### config.mk
export PLATFORM = sky130hd
export DESIGN_NAME = ascon_output_ctrl
export DESIGN_NICKNAME = d
export VERILOG_FILES = /design/src/rtl/ascon_output_ctrl.sv
export SDC_FILE = /design/constraint.sdc
export NUM_CORES = 1
export LEC_CHECK = 0
export CORE_MARGIN = 2
export CORE_UTILIZATION = 32
export CTS_CLUSTER_SIZE = 16
export DETAILED_ROUTE_END_ITERATION = 6
export HOLD_SLACK_MARGIN = 0.15
export MAX_ROUTING_LAYER = met4
export PLACE_DENSITY = 0.56
export REMOVE_ABC_BUFFERS = 1
export SETUP_SLACK_MARGIN = 0.02
export SLEW_MARGIN = 30
export SYNTH_ARGS = -nofsm -noshare
export SYNTH_HDL_FRONTEND = slang
export SYNTH_SLANG_ARGS = --single-unit
### constraint.sdc
create_clock -name clk_i -period 5 [get_ports clk_i]
set_input_delay 0.5 -clock clk_i [delete_from_list [all_inputs] [get_ports clk_i]]
set_output_delay 0.5 -clock clk_i [all_outputs]
set_load 0.05 [all_outputs]
### src/rtl/ascon_output_ctrl.sv
// AEAD128 output-stream sequencer: counts data blocks for a message, then the tag block,
// and steers the truncation stage on the final partial data block. Handshake is pass-through.
module ascon_output_ctrl #(
    parameter int LEN_W       = 16,
    parameter int BLOCK_BYTES = 16,
    parameter int PAD_AW      = 4
) (
    input  logic              clk_i,
    input  logic              rst_i,
    input  logic              start_i,
    input  logic [LEN_W-1:0]  len_i,
    output logic              busy_o,
    input  logic              blk_valid_i,
    output logic              blk_ready_o,
    output logic              out_valid_o,
    input  logic              out_ready_i,
    output logic              trunc_en_o,
    output logic [PAD_AW-1:0] trunc_idx_o,
    output logic              tag_o,
    output logic              last_o,
    output logic              done_o
);

    // One bit wider than len_i[LEN_W-1:PAD_AW] so a maximum-length message cannot overflow.
    localparam int CNT_W = LEN_W - PAD_AW + 1;

    typedef enum logic [1:0] {
        IDLE = 2'd0,
        DATA = 2'd1,
        TAG  = 2'd2,
        DONE = 2'd3
    } state_e;

    state_e             state_q, state_d;
    logic [CNT_W-1:0]   nblk_q, nblk_d;
    logic [PAD_AW-1:0]  rem_q, rem_d;
    logic [CNT_W-1:0]   nblk_start;
    logic               xfer;

    assign nblk_start = CNT_W'(len_i[LEN_W-1:PAD_AW]) + CNT_W'(|len_i[PAD_AW-1:0]);
    assign xfer       = blk_valid_i & out_ready_i;

    always_ff @(posedge clk_i) begin
        if (rst_i) begin
            state_q <= IDLE;
            nblk_q  <= '0;
            rem_q   <= '0;
        end else begin
            state_q <= state_d;
            nblk_q  <= nblk_d;
            rem_q   <= rem_d;
        end
    end

    always_comb begin
        state_d     = state_q;
        nblk_d      = nblk_q;
        rem_d       = rem_q;
        busy_o      = 1'b0;
        blk_ready_o = 1'b0;
        out_valid_o = 1'b0;
        trunc_en_o  = 1'b0;
        trunc_idx_o = '0;
        tag_o       = 1'b0;
        last_o      = 1'b0;
        done_o      = 1'b0;
        case (state_q)
            IDLE: begin
                if (start_i) begin
                    nblk_d  = nblk_start;
                    rem_d   = len_i[PAD_AW-1:0];
                    state_d = (nblk_start != '0) ? DATA : TAG;
                end
            end
            DATA: begin
                busy_o      = 1'b1;
                blk_ready_o = out_ready_i;
                out_valid_o = blk_valid_i;
                if ((nblk_q == CNT_W'(1)) && (rem_q != '0)) begin
                    trunc_en_o  = 1'b1;
                    trunc_idx_o = rem_q;
                end
                if (xfer) begin
                    nblk_d = nblk_q - CNT_W'(1);
                    if (nblk_q == CNT_W'(1)) begin
                        state_d = TAG;
                    end
                end
            end
            TAG: begin
                busy_o      = 1'b1;
                blk_ready_o = out_ready_i;
                out_valid_o = blk_valid_i;
                tag_o       = 1'b1;
                last_o      = 1'b1;
                if (xfer) begin
                    state_d = DONE;
                end
            end
            DONE: begin
                busy_o  = 1'b1;
                done_o  = 1'b1;
                state_d = IDLE;
            end
            default: begin
                state_d = IDLE;
            end
        endcase
    end

endmodule

==> summary.md <==
| Metric | Value |
|---|---|
| Number of global-route vias before repair | about 1400 |
| Wire length of the first global-routing pass | 6.99 mm |
| Clock latency of the later-clocked register in the worst-skew pair | 0.26 ns |
| Total congestion overflow after global routing | 0 |
| Commonest cells after routing, fill and taps aside | 31 x sky130_fd_sc_hd__clkdlybuf4s50_1, 26 x sky130_fd_sc_hd__nand2_1, 19 x sky130_fd_sc_hd__dfxtp_1, 17 x sky130_fd_sc_hd__a21oi_1, 14 x sky130_fd_sc_hd__nor2_1 |
| Setup slack of the worst register-to-register path | 2.70 ns |
| Max frequency | roughly 0.29 GHz |
| Total power of the final layout | about 790 uW |
| Period Utilization, post-route | 0.690 |
| Routability Congestion | between 0.7 and 0.8 |
| Comb pwr share | 0.554 |
| Leak pwr | 0.000679 uW |
| Unrepaired setup endpoints after global routing | false |
| Cells resized by post-CTS repair | 0 |
| Area growth from synthesis to layout | 26.1% |
| Length of the first detailed-routing pass in iterations | 4 |
| Mean cell area of the mapped netlist | 7.37 sq um |
| Total wire length | 4.12 mm |
| Max Fanout on Critical Path | 6 |
| Effective utilization at floorplan | 0.327 |
| Max-slew violations | 0 |
| H-tree levels | 1 |
| Area of combinational cells with multiple inputs | 1080 sq um |
| Post-CTS Setup Inserts | 0 |
| Capture instance of the worst register-to-register path | state_q[1] |
| Endpoint required time on the critical path | 5.18 ns |
| Number of nets at the end of the flow | 263 |
| Actual transition at the worst max-transition pin | ~0.8 ns |
| Hold Violations, Final | 0 |
| Setup crit start | len_i[0] |
| Horizontal extent of the die | 73.0 um |
| Beginning of the worst register-to-register path | nblk_q[1] |
| Critical Path Source Type | input port |
| Port Buffers | 31 |
| Areal power density over the cells | 411 nW/um^2 |
| Net switching component of the power | 368 uW |
| Num CTS Buffers | 3 |
| Antenna violation net count after detailed routing | 0 |
| Count of warnings emitted by yosys | 0 |
| Flops & latches, synth | 19 |
| Clock tree from TritonCTS | done |
| Total negative slack for setup checks | 0 ns |
| WP data arrival | 3.63 ns |
| Post-route DRC violation count | 0 |
| Area of the mapped netlist | around 1500 sq um |
| Setup-violating endpoint count in the final report | 0 |
| 1st-iter DRT viols | 148 |
| Boundary Pins | 32 |
| Register area share after synthesis | 0.249 |
| Flip-flop and latch area | 380 sq um |
| Detailed-route wire length per cell | about 14 um |
| CP Class | input port to register |
| Clk pwr share | 0.139 |
| Number of inserted filler cells in the final layout | around 500 |
| Endpoint of the worst setup timing path | state_q[1] |
| Maximum buffer depth of the clock tree | 2 |
| Design internal power | 422 uW |
| Number of hold buffers added after CTS | 0 |
| Class of the tightest hold or removal check | register to register |
| Maximum Capacitance Violations | 0 |
| Async SR Flop Fraction | 0 |
| Gate count of the mapped netlist | 207 |
| Count of antenna diodes in the layout | 0 |
| Combined global-route utilization of all metal layers | 0.171 |
| Top FF cell, synth | sky130_fd_sc_hd__dfxtp_1 |
| Peak supply drop | 0.176 mV |
| Number of sinks handled by clock tree synthesis | 19 |
| Fraction of power spent switching nets | 0.466 |
| Result of the run | finished, final reports clean |
| Row Count | 25 |
| Clock input transition at the sequential cells of the worst setup and hold paths | around 0.080 ns |
| Area of the core | 4660 sq um |
| Type of destination of the critical path | register |
| Initial antenna violation count | 0 |
| Largest net degree at the start of global routing | 42 |
| Clock Skew | 0.00496 ns |
| Leading cell type in the layout, fill and taps excluded | sky130_fd_sc_hd__clkdlybuf4s50_1 |
| Sequential cell fraction of total power | 0.307 |
| Proportion of layout cells with a drive suffix above 1 | 0.0515 |
| Average vias per placed instance | ~5.4 |
| Die outline area | roughly 5300 sq um |
| Die Span Y | 73.0 um |
| Post-synth cell types | 41 |
| Worst slew margin | 0.465 |
| Period minus WS final | 3.45 ns |
| Count of flip-flops with a built-in enable after synthesis | 0 |
| Post-detailed-placement half-perimeter wirelength | 2.97 mm |
| Logic depth of the worst register-to-register path | 8 |
| Cell at the root of the clock tree | sky130_fd_sc_hd__clkbuf_8 |
| Number of vias after detailed routing | 1561 |
==> power by group through the flow <==
stage | combinational (uW) | clock (uW) | sequential [uW]
finish | 438 | 110 | 243
global route | 495 | 123 | 250
CTS | 440 | 113 | 242
detailed placement | 437 | 0 | 245
global placement | 435 | 0 | 245
floorplan | 323 | 0 | 232
==> critical path, cell delays in order <==
cell and delay, ns:
sky130_fd_sc_hd__clkdlybuf4s50_1 0.42, sky130_fd_sc_hd__or4_1 0.54, sky130_fd_sc_hd__ha_1 0.23, sky130_fd_sc_hd__ha_1 0.26, sky130_fd_sc_hd__and4_4 0.22, sky130_fd_sc_hd__and4_4 0.20
sky130_fd_sc_hd__or3_1 0.30, sky130_fd_sc_hd__a2111o_1 0.38, sky130_fd_sc_hd__or4_1 0.47, sky130_fd_sc_hd__a21oi_1 0.12
==> cells by family after synthesis <==
logic type,count (synthesis),synth area share
AO/OA/AOI/OAI,59,0.240
buffers and inverters,18,0.0468
AND/OR/NAND/NOR,92,0.334
adder cells (fa/ha/maj),8,0.0656
XOR/XNOR,10,0.0574
multiplexers,1,0.00656
flip-flops,19,0.249
==> metal layers <==
layer,GRT usage,wire (um),vias to the layer above
met1,0.221,1930,701
met5,-,0,-
li1,-,-,821
met4,0.0247,21,0
met2,0.276,1950,37
met3,0.0401,213,2
==> synth_stat cells, types with 2 or more instances <==
library cell	n	area, sq um
sky130_fd_sc_hd__a31oi_1	2	12.5
sky130_fd_sc_hd__a211oi_1	8	60.1
sky130_fd_sc_hd__nor4_1	4	25.0
sky130_fd_sc_hd__or4_1	3	22.5
sky130_fd_sc_hd__a21oi_1	17	85.1
sky130_fd_sc_hd__or3_1	7	43.8
sky130_fd_sc_hd__clkbuf_1	10	37.5
sky130_fd_sc_hd__o22ai_1	7	43.8
sky130_fd_sc_hd__o21ai_0	13	65.1
sky130_fd_sc_hd__nor2_1	14	52.6
sky130_fd_sc_hd__xnor2_1	5	43.8
sky130_fd_sc_hd__nor3_1	6	30.0
sky130_fd_sc_hd__and4_4	2	22.5
sky130_fd_sc_hd__and3_1	6	37.5
sky130_fd_sc_hd__nand3_1	9	45.0
sky130_fd_sc_hd__nand4_1	2	12.5
sky130_fd_sc_hd__nand2_1	26	97.6
sky130_fd_sc_hd__dfxtp_1	19	380
sky130_fd_sc_hd__ha_1	8	100
sky130_fd_sc_hd__inv_1	7	26.3
sky130_fd_sc_hd__o32ai_1	3	26.3
sky130_fd_sc_hd__nand2b_1	2	12.5
sky130_fd_sc_hd__and2_1	2	12.5
sky130_fd_sc_hd__xor2_1	5	43.8
sky130_fd_sc_hd__a22oi_1	4	30.0
==> final cells by class <==
class,instances,area share
multi-input cells,170,0.561
flip-flops and latches,19,0.198
repair buffers,33,0.169
well taps,54,0.0351
clock buffers,4,0.0234
inverters,7,0.0137
==> per-stage QoR <==
stage	hold slack (ns)	cells	instance area [sq um]	utilization	setup WS, ns
3_5_place_dp	0.452	283	1880	0.403	1.27
6_report	0.471	287	1920	0.413	1.55
4_1_cts	0.467	287	1920	0.413	1.55
3_3_place_gp	0.461	283	1880	0.403	1.31
5_1_grt	0.506	287	1920	0.413	1.42
2_1_floorplan	0.425	196	1480	-	1.68
==> worst min-delay path by stage <==
stage | start | end | slack [ns] | cells past startpoint
after floorplan | nblk_q[7] | nblk_q[7] | 0.43 | 2
after global placement | nblk_q[7] | nblk_q[7] | 0.46 | 2
after detailed placement | nblk_q[7] | nblk_q[7] | 0.45 | 2
after CTS | nblk_q[7] | nblk_q[7] | 0.47 | 2
after global routing | nblk_q[7] | nblk_q[7] | 0.51 | 2
final | rem_q[2] | rem_q[2] | 0.47 | 2
==> sequential cells by signal, indices dropped and copies added (netlist names) <==
signal / flops
nblk_q: 13
rem_q: 4
state_q: 2
Power figures use the tool's default switching activity.
